$ cat src/rtl/pc_branch_unit_pkg.sv
// Shared definitions for the program-counter / branch unit:
// FSM state encoding, branch-type encodings and default widths.
package pc_branch_unit_pkg;

    // Default program counter width (1024-instruction ROM)
    localparam int PC_W_DEF      = 10;
    // Branch target table size and its index width (instruction immediate)
    localparam int LUT_DEPTH_DEF = 16;
    localparam int LUT_IDX_W     = 4;

    // Branch type encodings carried on br_type
    localparam logic BR_NEQ = 1'b0;
    localparam logic BR_LT  = 1'b1;

    // Sequencer states
    typedef enum logic [1:0] {
        IDLE = 2'd0,
        RUN  = 2'd1,
        DONE = 2'd2
    } state_t;

endpackage

$ cat src/rtl/pc_branch_unit_if.sv
// Bundle of the branch unit's control, flag, table-load and PC signals.
// Handshake: start is a level request from the bench side; the unit
// answers with running (high while executing) and done (high after a
// halt until the next start). There is no ready/valid pairing: a start
// seen in IDLE or DONE is accepted on the very next rising edge, and a
// start seen in RUN is ignored.
// The master modport is the bench/decoder side, the slave is the unit.
interface pc_branch_unit_if
    import pc_branch_unit_pkg::*;
#(
    parameter int PC_W = PC_W_DEF
);
    logic                 start;
    logic                 halt;
    logic                 br_en;
    logic                 br_type;
    logic                 notequal;
    logic                 lessthan;
    logic [LUT_IDX_W-1:0] target_idx;
    logic                 sc_wr;
    logic                 sc_o;
    logic                 lut_we;
    logic [LUT_IDX_W-1:0] lut_addr;
    logic [PC_W-1:0]      lut_data;
    logic [PC_W-1:0]      prog_ctr;
    logic                 sc_in;
    logic                 running;
    logic                 done;
    logic [15:0]          cycle_count;
    state_t               state_dbg;

    modport master (
        output start, halt, br_en, br_type, notequal, lessthan, target_idx,
               sc_wr, sc_o, lut_we, lut_addr, lut_data,
        input  prog_ctr, sc_in, running, done, cycle_count, state_dbg
    );

    modport slave (
        input  start, halt, br_en, br_type, notequal, lessthan, target_idx,
               sc_wr, sc_o, lut_we, lut_addr, lut_data,
        output prog_ctr, sc_in, running, done, cycle_count, state_dbg
    );

endinterface

$ cat src/rtl/pc_branch_unit_branch_lut.sv
// Branch target table: LUT_DEPTH x PC_W register file with asynchronous
// clear, one synchronous write port and one combinational read port.
module pc_branch_unit_branch_lut
    import pc_branch_unit_pkg::*;
#(
    parameter int PC_W      = PC_W_DEF,
    parameter int LUT_DEPTH = LUT_DEPTH_DEF
) (
    input  logic                 clk,
    input  logic                 reset,
    input  logic                 we,
    input  logic [LUT_IDX_W-1:0] waddr,
    input  logic [PC_W-1:0]      wdata,
    input  logic [LUT_IDX_W-1:0] raddr,
    output logic [PC_W-1:0]      rdata
);

    logic [PC_W-1:0] mem [LUT_DEPTH];

    // Table storage: cleared on reset, written one entry per edge
    always_ff @(posedge clk or posedge reset) begin
        if (reset) begin
            for (int i = 0; i < LUT_DEPTH; i++) begin
                mem[i] <= '0;
            end
        end else if (we) begin
            mem[waddr] <= wdata;
        end
    end

    // Target lookup is combinational so a branch lands in one cycle
    assign rdata = mem[raddr];

endmodule

$ cat src/rtl/pc_branch_unit.sv
// Program counter and branch resolution unit.
// IDLE -> RUN on start; RUN advances or branches one instruction per
// cycle until halt; DONE holds results until the next start.
// Optional build macro: PC_CYCLE_COUNT_EN adds a saturating RUN-cycle
// counter on cycle_count; without it cycle_count reads zero.
module pc_branch_unit
    import pc_branch_unit_pkg::*;
#(
    parameter int PC_W      = PC_W_DEF,
    parameter int LUT_DEPTH = LUT_DEPTH_DEF
) (
    input  logic             clk,
    input  logic             reset,
    pc_branch_unit_if.slave  bus
);

    state_t          state;
    logic [PC_W-1:0] pc_q;
    logic            sc_q;
    logic            running_q;
    logic            done_q;
    logic            lut_wr;
    logic [PC_W-1:0] lut_target;
    logic            taken;

    // The table may only be reloaded between programs
    assign lut_wr = (state == IDLE) && bus.lut_we;

    pc_branch_unit_branch_lut #(
        .PC_W      (PC_W),
        .LUT_DEPTH (LUT_DEPTH)
    ) u_branch_lut (
        .clk   (clk),
        .reset (reset),
        .we    (lut_wr),
        .waddr (bus.lut_addr),
        .wdata (bus.lut_data),
        .raddr (bus.target_idx),
        .rdata (lut_target)
    );

    // Flags only matter for a branch; br_type picks which flag decides
    assign taken = bus.br_en &&
                   ((bus.br_type == BR_LT) ? bus.lessthan : bus.notequal);

    // Sequencer, program counter and shift-carry register
    always_ff @(posedge clk or posedge reset) begin
        if (reset) begin
            state     <= IDLE;
            pc_q      <= '0;
            sc_q      <= 1'b0;
            running_q <= 1'b0;
            done_q    <= 1'b0;
        end else begin
            case (state)
                IDLE: begin
                    pc_q <= '0;
                    if (bus.start) begin
                        state     <= RUN;
                        running_q <= 1'b1;
                    end
                end
                RUN: begin
                    // Carry capture is independent of halt and branch
                    if (bus.sc_wr) begin
                        sc_q <= bus.sc_o;
                    end
                    if (bus.halt) begin
                        state     <= DONE;
                        running_q <= 1'b0;
                        done_q    <= 1'b1;
                    end else if (taken) begin
                        pc_q <= lut_target;
                    end else begin
                        pc_q <= pc_q + PC_W'(1);
                    end
                end
                DONE: begin
                    if (bus.start) begin
                        state     <= RUN;
                        pc_q      <= '0;
                        running_q <= 1'b1;
                        done_q    <= 1'b0;
                    end
                end
                default: begin
                    state     <= IDLE;
                    pc_q      <= '0;
                    running_q <= 1'b0;
                    done_q    <= 1'b0;
                end
            endcase
        end
    end

`ifdef PC_CYCLE_COUNT_EN
    logic [15:0] cnt_q;

    // Counts every RUN edge including the halting one, saturating
    always_ff @(posedge clk or posedge reset) begin
        if (reset) begin
            cnt_q <= '0;
        end else if (state == RUN) begin
            if (cnt_q != 16'hFFFF) begin
                cnt_q <= cnt_q + 16'd1;
            end
        end else if (bus.start) begin
            cnt_q <= '0;
        end
    end

    assign bus.cycle_count = cnt_q;
`else
    assign bus.cycle_count = 16'h0000;
`endif

    assign bus.prog_ctr  = pc_q;
    assign bus.sc_in     = sc_q;
    assign bus.running   = running_q;
    assign bus.done      = done_q;
    assign bus.state_dbg = state;

endmodule

$ cat src/flat_wrapper.sv
// flat-port wrapper written by rule: the top's interface ports become plain ports
module pc_branch_unit_flat import pc_branch_unit_pkg::*;
#(
    parameter int PC_W      = PC_W_DEF,
    parameter int LUT_DEPTH = LUT_DEPTH_DEF
)
  (clk, reset, bus_start, bus_halt, bus_br_en, bus_br_type, bus_notequal, bus_lessthan, bus_target_idx, bus_sc_wr, bus_sc_o, bus_lut_we, bus_lut_addr, bus_lut_data, bus_prog_ctr, bus_sc_in, bus_running, bus_done, bus_cycle_count, bus_state_dbg);
  pc_branch_unit_if #(.PC_W(PC_W)) bus_i ();
  input  logic clk;
  input  logic reset;
  input wire logic [$bits(bus_i.start)-1:0] bus_start;
  input wire logic [$bits(bus_i.halt)-1:0] bus_halt;
  input wire logic [$bits(bus_i.br_en)-1:0] bus_br_en;
  input wire logic [$bits(bus_i.br_type)-1:0] bus_br_type;
  input wire logic [$bits(bus_i.notequal)-1:0] bus_notequal;
  input wire logic [$bits(bus_i.lessthan)-1:0] bus_lessthan;
  input wire logic [$bits(bus_i.target_idx)-1:0] bus_target_idx;
  input wire logic [$bits(bus_i.sc_wr)-1:0] bus_sc_wr;
  input wire logic [$bits(bus_i.sc_o)-1:0] bus_sc_o;
  input wire logic [$bits(bus_i.lut_we)-1:0] bus_lut_we;
  input wire logic [$bits(bus_i.lut_addr)-1:0] bus_lut_addr;
  input wire logic [$bits(bus_i.lut_data)-1:0] bus_lut_data;
  output wire logic [$bits(bus_i.prog_ctr)-1:0] bus_prog_ctr;
  output wire logic [$bits(bus_i.sc_in)-1:0] bus_sc_in;
  output wire logic [$bits(bus_i.running)-1:0] bus_running;
  output wire logic [$bits(bus_i.done)-1:0] bus_done;
  output wire logic [$bits(bus_i.cycle_count)-1:0] bus_cycle_count;
  output wire logic [$bits(bus_i.state_dbg)-1:0] bus_state_dbg;
  assign bus_i.start = bus_start;
  assign bus_i.halt = bus_halt;
  assign bus_i.br_en = bus_br_en;
  assign bus_i.br_type = bus_br_type;
  assign bus_i.notequal = bus_notequal;
  assign bus_i.lessthan = bus_lessthan;
  assign bus_i.target_idx = bus_target_idx;
  assign bus_i.sc_wr = bus_sc_wr;
  assign bus_i.sc_o = bus_sc_o;
  assign bus_i.lut_we = bus_lut_we;
  assign bus_i.lut_addr = bus_lut_addr;
  assign bus_i.lut_data = bus_lut_data;
  assign bus_prog_ctr = bus_i.prog_ctr;
  assign bus_sc_in = bus_i.sc_in;
  assign bus_running = bus_i.running;
  assign bus_done = bus_i.done;
  assign bus_cycle_count = bus_i.cycle_count;
  assign bus_state_dbg = bus_i.state_dbg;
  pc_branch_unit #(.PC_W(PC_W), .LUT_DEPTH(LUT_DEPTH)) u_core (.clk(clk), .reset(reset), .bus(bus_i));
endmodule
$ cat config.mk
export PLATFORM = sky130hd
export DESIGN_NAME = pc_branch_unit_flat
export DESIGN_NICKNAME = d
export VERILOG_FILES = /design/src/rtl/pc_branch_unit_pkg.sv /design/src/rtl/pc_branch_unit_if.sv /design/src/rtl/pc_branch_unit_branch_lut.sv /design/src/rtl/pc_branch_unit.sv /design/src/flat_wrapper.sv
export SDC_FILE = /design/constraint.sdc
export NUM_CORES = 1
export LEC_CHECK = 0
export CAP_MARGIN = 0
export CORE_ASPECT_RATIO = 0.75
export CORE_MARGIN = 3
export CORE_UTILIZATION = 60
export CTS_CLUSTER_SIZE = 24
export DETAILED_ROUTE_END_ITERATION = 8
export PLACE_DENSITY = 0.79
export SLEW_MARGIN = 30
export SYNTH_ARGS = -nofsm -noshare
export SYNTH_HDL_FRONTEND = slang
export SYNTH_SLANG_ARGS = --single-unit
$ cat constraint.sdc
create_clock -name clk -period 16.4 [get_ports clk]
set_clock_uncertainty 0.05 [all_clocks]
set_input_delay 3.28 -clock clk [delete_from_list [all_inputs] [get_ports clk]]
set_output_delay 3.28 -clock clk [all_outputs]
set_load 0.01 [all_outputs]
==> impl_metrics.toml <==
[status]
status = "finished clean"

[synthesis]
synth_top_area_share_pct = 52.6
yosysMostFrequentCell = "dfrtp_1"
synth-compound-area-share_pct = 3.18
muxShareOfSynthArea_pct = 35.5
synth_cells = 566
synth_top_family_by_area = "multiplexers"
synth.largest_area_cell = "dfrtp_1"
synth_edf_count = 0
ys_seq_area_share_pct = 52.6
ys_seq_elements = 175
synth_xor_area_share_pct = 0
synthSimpleGateAreaFrac_pct = 5.15
async_reset_ff_share_pct = 100
synth_area_leaders = "dfrtp_1, mux2_2, mux4_2"
yosys-top-cells-count = "dfrtp_1, mux2_2, mux4_2"
synthFlopType = "dfrtp_1"
syn_area_per_cell_um2 = 14.7
synth_warnings = 0
ys_types = 48
synth_fa_ha_area_share_pct = 0.150
netlist_area_um2 = 8330

[clock_network]
htree_num_levels = 4
clock_latency_ns = 0.43
ctsResizeCount = 0
numCtsBuffers = 17
clk_pin_slew_ns = 0.06
cts_root_buf = "clkbuf_16"
post-cts-setup-buffers = 0
ctsHoldBuffers = 0
numClockSinks = 175
clockBufferDepth = 2
tritoncts = "done"

[critical_path]
rrSetupSlack_ns = 13.95
cp.required_ns = 16.67
path_class = "in -> reg"
cpMaxStageDelayCell = "nor2_2"
worstSetupStartpoint = "bus_lut_we"
crit_fanout = 10
worstPathCellList = "clkdlybuf4s50_1, nor4b_2, nand2b_1, nor2_2, mux2_2"
reg2reg_depth = 4
cp.arrival_ns = 5.48
rr_endpoint = "u_core.u_branch_lut.mem[78]$_DFFE_PP0P_"
endpoint_kind = "flop"
max_stage_delay_ns = 0.74
reg2reg_from = "u_core.bus.state_dbg[0]$_DFFE_PP0P_"
worstSetupStartpointType = "input pin"

[global_route]
grt_max_degree = 105
grt-ovfl-total = 0
grt_pass1_vias = 5111
antenna_found_initial = 0
grt_first_pass_wirelength_mm = 30.1
grt_use_total_pct = 27.0

[min_path]
worstHoldPathCells = 1
hp-class = "reg -> reg"
min_to = "u_core.u_branch_lut.mem[68]$_DFFE_PP0P_"
worstHoldStart = "u_core.u_branch_lut.mem[68]$_DFFE_PP0P_"

[floorplan]
die_w_um = 142
core_region_area_um2 = 13300
die-area_um2 = 15400
initial_core_util_pct = 62.7
ioPinCount = 60
die_h_um = 108
rows = 36

[drt]
dr.pass1.iters = 6
drt-total-wl_mm = 19.4
vias = 5090
via_per_inst = 6.49
dr.first_iter.drc_count = 445
route.detailed.drc = 0
routedWlPerCell_um = 24.7
antenna_left = 0

[run]
cap_viol_max_count = 0

[place]
portBuffers = 43
hpwl_mm = 11.9
gp_congestion = 0.919
dpl_cell_area_um2 = 8800

[power_and_ir_drop]
leakagePower_nw = 4.19
power.internal_mw = 0.967
power_density_nw_per_um2 = 139
p_sw_mw = 0.335
sw_frac_of_total_pct = 25.7
p_clk_share_pct = 30.5
ir_drop_v = 0.0000936
p_comb_share_pct = 21.3
seq_power_share_pct = 48.3

[sta]
setup_viol = 0
slew_violations = 0
grt_setup_unrepaired = "no"
fmax_ghz = 0.192
fin_crit_sh_pct = 31.8
hold_viol = 0
min_period_ns = 5.22
maxSlewHeadroom_pct = 37.4
worst_pin_slew_ns = 0.936
fin_tns_setup_ns = 0

[cells_and_area]
final_util_pct = 70.6
fin_area_um2 = 9390
drive_above_1_share_pct = 41.3
nets = 632
areaGrowthSynthToFinish_pct = 12.7
diodes = 0
[power groups by stage]
| stage | sequential, mW | clock, mW | combinational, mW |
|---|---|---|---|
| 5_1_grt | 0.643 | 0.421 | 0.300 |
| 6_report | 0.628 | 0.397 | 0.277 |
| 3_5_place_dp | 0.633 | 0 | 0.275 |
| 2_1_floorplan | 0.610 | 0 | 0.216 |
| 4_1_cts | 0.627 | 0.402 | 0.278 |
| 3_3_place_gp | 0.623 | 0 | 0.263 |
[registers in the layout, summed over array words and instances, names as in the netlist]
name and cells:
u_core.bus.running 1, u_core.bus.done 1, u_core.bus.sc_in 1, u_core.bus.state_dbg 2
u_core.bus.prog_ctr 10, u_core.u_branch_lut.mem 160
[worst max path at each step]
| stage | slack (ns) | to | cells past startpoint |
|---|---|---|---|
| final | 11.18 | u_core.u_branch_lut.mem[78]$_DFFE_PP0P_ | 5 |
| after global routing | 11.13 | u_core.bus.prog_ctr[3]$_DFFE_PP0P_ | 6 |
| after CTS | 11.21 | u_core.u_branch_lut.mem[30]$_DFFE_PP0P_ | 5 |
| after detailed placement | 10.76 | u_core.u_branch_lut.mem[36]$_DFFE_PP0P_ | 5 |
| after global placement | 10.80 | u_core.u_branch_lut.mem[37]$_DFFE_PP0P_ | 5 |
| after floorplan | 8.32 | u_core.bus.done$_DFFE_PP0P_ | 1 |
[cell usage in the layout, fill, tap and decap left out, types with 3 or more instances in the layout]
cell type / Yosys / final
a21oi_1: 9 / 9
a31oi_1: 4 / 4
buf_4: 19 / 4
clkbuf_16: 0 / 17
clkbuf_8: 0 / 3
clkdlybuf4s50_1: 0 / 42
clkinv_2: 0 / 3
clkinv_4: 0 / 3
conb_1: 1 / 16
dfrtp_1: 175 / 175
inv_1: 4 / 3
mux2_2: 171 / 171
mux2i_1: 13 / 13
mux4_1: 6 / 6
mux4_2: 33 / 33
nand2_1: 24 / 24
nand2b_1: 4 / 4
nand3_1: 5 / 5
nor2_1: 10 / 10
nor2_2: 6 / 6
nor2b_1: 3 / 3
nor3_1: 4 / 4
nor3_4: 3 / 3
o21ai_0: 10 / 10
o31ai_1: 3 / 3
[cells by family after synthesis]
kind of cell,after synthesis
AO/OA/AOI/OAI,41
adder cells (fa/ha/maj),1
buffers and inverters,50
flip-flops,175
multiplexers,223
other,1
AND/OR/NAND/NOR,75
[worst max-delay path: cells and delay by family]
kind                   cells  cell delay, ns
buffers and inverters      1            0.49
multiplexers               1            0.42
AND/OR/NAND/NOR            3            1.28
[routing by layer]
layer,global-route usage (%),wire length (µm),vias to the layer above
met2,40.5,8860,246
met4,7.81,302,0
met1,38.2,8350,2650
li1,-,-,2164
met3,8.75,1860,30
met5,0,0,-
[per-stage QoR]
stage          setup slack, ns  std cells  power, mW  hold WS, ns
3_5_place_dp             10.76        754      0.908        0.437
5_1_grt                  11.13        784       1.36        0.456
6_report                 11.18        784       1.30        0.451
2_1_floorplan             8.32        581      0.826        0.420
4_1_cts                  11.21        784       1.31        0.451
3_3_place_gp             10.80        754      0.886        0.430
[cell type report]
class	count	area (µm²)
Tap cell	171	214
Multi-Input combinational cell	356	3720
Timing Repair Buffer	48	467
Fill cell	893	3900
Clock inverter	9	110
Clock buffer	21	470
Sequential cell	175	4380
Inverter	4	22.5
Power figures use the tool's default switching activity.
